$ cat config.mk
export PLATFORM = sky130hd
export DESIGN_NAME = cmul_seq
export DESIGN_NICKNAME = d
export VERILOG_FILES = /design/src/rtl/cmul_seq_pkg.sv /design/src/rtl/cmul_seq_smul.sv /design/src/rtl/cmul_seq.sv
export SDC_FILE = /design/constraint.sdc
export NUM_CORES = 1
export LEC_CHECK = 0
export ABC_AREA = 1
export BUFFER_PORTS_ARGS = -buffer_cell sky130_fd_sc_hd__buf_4
export CAP_MARGIN = 20
export CELL_PAD_IN_SITES_DETAIL_PLACEMENT = 1
export CELL_PAD_IN_SITES_GLOBAL_PLACEMENT = 2
export CORE_MARGIN = 5
export CORE_UTILIZATION = 25
export CTS_BUF_LIST = sky130_fd_sc_hd__clkbuf_8
export DETAILED_ROUTE_END_ITERATION = 16
export PLACE_DENSITY_LB_ADDON = 0.3
export SYNTH_ARGS = -nofsm -noshare
export SYNTH_HDL_FRONTEND = slang
export SYNTH_SLANG_ARGS = --single-unit
$ cat constraint.sdc
create_clock -name clk -period 7 [get_ports clk]
set_input_delay 2.1 -clock clk [delete_from_list [all_inputs] [get_ports clk]]
set_output_delay 2.1 -clock clk [all_outputs]
set_load 0.01 [all_outputs]
$ cat src/rtl/cmul_seq_pkg.sv
// ============================================================================
// Module : cmul_seq_pkg
// Brief  : Shared types and helpers for the sequenced complex multiplier.
// Rev    : 1.0  initial release
// ============================================================================
`default_nettype none

package cmul_seq_pkg;

    localparam int unsigned c_STATE_W = 3;

    typedef enum logic [c_STATE_W-1:0] {
        ST_IDLE = 3'd0,
        ST_M0   = 3'd1,
        ST_M1   = 3'd2,
        ST_M2   = 3'd3,
        ST_M3   = 3'd4,
        ST_DONE = 3'd5
    } state_t;

    // One guard bit above the 2W product absorbs the add/sub of two products.
    function automatic int unsigned out_width(input int unsigned w);
        return 2 * w + 1;
    endfunction

endpackage

`default_nettype wire

$ cat src/rtl/cmul_seq_smul.sv
// ============================================================================
// Module : cmul_seq_smul
// Brief  : Combinational signed W x W -> 2W multiplier (the shared resource).
// Rev    : 1.0  initial release
// ============================================================================
`default_nettype none

module cmul_seq_smul #(
    parameter int W = 8
) (
    input  logic signed [W-1:0]   i_x,
    input  logic signed [W-1:0]   i_y,
    output logic signed [2*W-1:0] o_p
);

    assign o_p = i_x * i_y;

endmodule

`default_nettype wire

$ cat src/rtl/cmul_seq.sv
// ============================================================================
// Module : cmul_seq
// Brief  : Complex multiplier p = a*b sequenced over one shared real multiplier.
// Rev    : 1.0  initial release
// ============================================================================
`default_nettype none

module cmul_seq
    import cmul_seq_pkg::*;
#(
    parameter  int W  = 8,
    localparam int OW = int'(out_width(W))
) (
    input  logic            clk,
    input  logic            rst,
    input  logic            in_valid,
    output logic            in_ready,
    input  logic [2*W-1:0]  a,
    input  logic [2*W-1:0]  b,
    output logic            out_valid,
    input  logic            out_ready,
    output logic [2*OW-1:0] p,
    output logic            busy
);

    state_t                r_state;
    logic signed [W-1:0]   r_ar;
    logic signed [W-1:0]   r_ai;
    logic signed [W-1:0]   r_br;
    logic signed [W-1:0]   r_bi;
    logic signed [OW-1:0]  r_acc_re;
    logic signed [OW-1:0]  r_acc_im;
    logic [2*OW-1:0]       r_p;
    logic                  r_out_valid;
    logic                  r_busy;

    logic signed [W-1:0]   w_mx;
    logic signed [W-1:0]   w_my;
    logic signed [2*W-1:0] w_prod;
    logic signed [OW-1:0]  w_prod_ext;
    logic signed [OW-1:0]  w_im_sum;

    // Operand pairing per state: ar*br, ai*bi, ar*bi, ai*br.
    always_comb begin
        w_mx = r_ar;
        w_my = r_br;
        case (r_state)
            ST_M1:   begin w_mx = r_ai; w_my = r_bi; end
            ST_M2:   begin w_mx = r_ar; w_my = r_bi; end
            ST_M3:   begin w_mx = r_ai; w_my = r_br; end
            default: begin w_mx = r_ar; w_my = r_br; end
        endcase
    end

    cmul_seq_smul #(
        .W (W)
    ) u_smul (
        .i_x (w_mx),
        .i_y (w_my),
        .o_p (w_prod)
    );

    assign w_prod_ext = {{(OW-2*W){w_prod[2*W-1]}}, w_prod};
    assign w_im_sum   = r_acc_im + w_prod_ext;

    always_ff @(posedge clk) begin
        if (rst) begin
            r_state     <= ST_IDLE;
            r_ar        <= '0;
            r_ai        <= '0;
            r_br        <= '0;
            r_bi        <= '0;
            r_acc_re    <= '0;
            r_acc_im    <= '0;
            r_p         <= '0;
            r_out_valid <= 1'b0;
            r_busy      <= 1'b0;
        end else begin
            case (r_state)
                ST_IDLE: begin
                    if (in_valid) begin
                        r_ar    <= a[2*W-1:W];
                        r_ai    <= a[W-1:0];
                        r_br    <= b[2*W-1:W];
                        r_bi    <= b[W-1:0];
                        r_busy  <= 1'b1;
                        r_state <= ST_M0;
                    end
                end
                ST_M0: begin
                    r_acc_re <= w_prod_ext;
                    r_state  <= ST_M1;
                end
                ST_M1: begin
                    r_acc_re <= r_acc_re - w_prod_ext;
                    r_state  <= ST_M2;
                end
                ST_M2: begin
                    r_acc_im <= w_prod_ext;
                    r_state  <= ST_M3;
                end
                ST_M3: begin
                    r_acc_im    <= w_im_sum;
                    r_p         <= {r_acc_re, w_im_sum};
                    r_busy      <= 1'b0;
                    r_out_valid <= 1'b1;
                    r_state     <= ST_DONE;
                end
                ST_DONE: begin
                    if (out_ready) begin
                        r_out_valid <= 1'b0;
                        r_state     <= ST_IDLE;
                    end
                end
                default: begin
                    r_out_valid <= 1'b0;
                    r_busy      <= 1'b0;
                    r_state     <= ST_IDLE;
                end
            endcase
        end
    end

    assign in_ready  = (r_state == ST_IDLE);
    assign out_valid = r_out_valid;
    assign busy      = r_busy;
    assign p         = r_p;

endmodule

`default_nettype wire

==> results.toml <==
[synth]
syn_nets = 1272
async_reset_ff_share_pct = 0
syn_area_um2 = 8170
ys_seq_area_share_pct = 25.7
synth_commonest_cells = "nand2_1, inv_1, a21oi_1, dfxtp_1, nor2_1"
ys.warnings.count = 0
synth_top_area_cell = "dfxtp_1"
syn_inst = 1121
synthTopCellsByArea = "dfxtp_1, fa_1, nand2_1"
synth_most_common_cell = "nand2_1"
ys_ff_latch = 105
synth_edf_count = 0
yosysUniqueCellTypes = 45
synth_flop_cell = "dfxtp_1"
avgSynthCellArea_um2 = 7.29
yosys.area.top_type_share_pct = 25.7

[place]
place.gp.congestion = 0.809
port-buffer-count = 72
pre_cts_ws_ns = 0.0872
hpwl_um = 20400
post_dp_cell_area_um2 = 9310
dp.cells = 1625

[timing]
hold_viol_final = 0
fin_ws_ns = 0.526
timing.hold.ws_ns = 0.458
slew_violations = 0
worst_slew_pin_slew_ns = 0.637
relSlewSlack_pct = 57.4
clock_skew_ns = 0.0300
setup_viol_count_final = 0
fmax_ghz = 0.154
grt_setup_unrepaired = "no"
tns_ns = 0
period_minus_slack_ns = 6.47
min_period_over_period_pct = 92.5

[route]
wl_met3_um = 661
wl_um = 25700
detail-route-antenna-nets = 0
routed-wl-met2_um = 12100
drt-vias-per-instance = 4.47
drt_iter0_markers = 201
drt-wirelength-per-cell_um = 15.7
vias = 7352
drc = 0
maxUsedRoutingLayer = "met4"
wl_met1_um = 12500
firstDrtPassIters = 4

[setup_path]
path_common_cell = "inv_1"
crit_arrival_ns = 6.80
cp-end-kind = "flop"
worst_ep_required_time_ns = 7.33
cp-start-kind = "flop"
crit_fanout = 13
cpPeakStageDelay_ns = 0.62
crit_type = "flop to flop"
slowest_stage = "fa_1"

[finish]
fin_util_pct = 29.8
syn2layout_area_growth_pct = 18.3
drive_gt1_share_pct = 16.4
fin_nets = 1347
fin_cells = 1643
fin_area_um2 = 9660
diodes = 0

[die]
initial_core_util_pct = 25.2
fp.dieW_um = 191
ios = 73
die_area_um2 = 36400
fp.coreArea_um2 = 32400
die_y_um = 191
row_count = 66

[global_routing]
grt_overflow_total = 0
grt_pass1_vias = 7761
grtUsageTotal_pct = 14.6
grt_pass1_wl_um = 42300
grt_start_max_net_pins = 59
antenna_found_initial = 0

[clocking]
clk_pin_slew_ns = 0.12
cts_max_path_buffers = 2
cts-buffers-inserted = 9
cts.sinks = 105
htreeDepth = 3
cts_root_buffer = "clkbuf_8"
clk_latency_ns = 0.41
cts_tree = "built"

[power_and_ir_drop]
pwr-share-clk_pct = 13.1
comb_power_share_pct = 64.1
ir_drop_mv = 0.112
p_leak_nw = 4.51
internal-power_mw = 1.63
power_density_nw_per_um2 = 336
finalPower_mw = 3.25
p_sw_mw = 1.62
swShare_pct = 49.8
seqPwrFrac_pct = 22.8

[worst_hold_path]
hp-class = "flop to flop"

[job]
drv_cap = 0

[run_status]
status = "finished, final reports clean"
[layer usage]
| layer | vias to the layer above | GRT usage [%] |
|---|---|---|
| met5 | - | 0 |
| met4 | 0 | 3.48 |
| met3 | 22 | 2.09 |
| met2 | 75 | 24.6 |
| met1 | 3524 | 19.7 |
| li1 | 3731 | - |
[power groups by stage]
stage | registers, mW | logic (mW) | clock network, mW
floorplan | 0.738 | 1.46 | 0
global placement | 0.751 | 2.04 | 0
detailed placement | 0.751 | 2.04 | 0
CTS | 0.738 | 2.06 | 0.449
global route | 0.749 | 2.40 | 0.470
finish | 0.739 | 2.08 | 0.426
[path summary, 6_finish.rpt]
check	start	endpoint	slack [ns]	depth (start not counted)
setup reg to reg	r_state[1]	p[16]	0.53	33
hold reg to reg	r_bi[3]	r_bi[3]	0.46	2
hold / removal	r_bi[3]	r_bi[3]	0.46	2
setup / recovery	r_state[1]	p[16]	0.53	33
[placed cells by master, fill, tap and decap left out, drive strengths merged]
cell type	count
nand3	61
xor2	14
xnor2	12
a21oi	114
clkinv	2
bufinv	1
nor3	6
o211ai	3
nor2	103
o311ai	2
clkbuf	11
and2	1
fa	57
a31oi	15
or2	5
a221oi	1
o21bai	4
o2111ai	3
o22ai	1
dfxtp	105
nand3b	1
nand2	216
clkinvlp	2
a211oi	1
buf	99
nand4	3
a21o	4
o21ai	106
a21boi	2
ha	58
inv	188
[sequential cells by signal, indices dropped and copies added (netlist names)]
| name | count |
|---|---|
| p | 34 |
| r_acc_im | 17 |
| r_acc_re | 17 |
| r_ai | 8 |
| r_ar | 8 |
| r_bi | 8 |
| r_br | 8 |
| r_state | 3 |
| busy | 1 |
| out_valid | 1 |
[layout make-up]
class                   count  area, µm²
fillers                  4039      22700
well taps                 442        553
inverters                 188        709
repair buffers             99        743
multi-input cells         793       5340
flip-flops and latches    105       2100
clock buffers              11        151
clock inverters             5       66.3
[critical path: cells and delay by family, from the launching register on]
kind	cells	cell delay (ns)
fa+ha+maj	6	2.69
buf+inv	11	1.15
simple gates	9	1.05
compound gates	6	0.99
flops	1	0.35
xor+xnor	1	0.15
[cells by family (layout without fill, tap and decap cells)]
logic type / Yosys count / count (layout) / share of synthesized area (%)
adder cells (fa/ha/maj): 115 / 115 / 22.9
AO/OA/AOI/OAI: 256 / 256 / 16.8
flip-flops: 105 / 105 / 25.7
buffers and inverters: 223 / 303 / 10.4
XOR/XNOR: 26 / 26 / 3.16
AND/OR/NAND/NOR: 396 / 396 / 21.1
[repair_timing]
action                                  in CTS  in global routing
setup buffers                                0                  2
resized for setup                            0                 38
endpoints found under the setup margin       0                 17
hold buffers                                 0                  0
No activity file was read; power rests on OpenSTA's default activity.
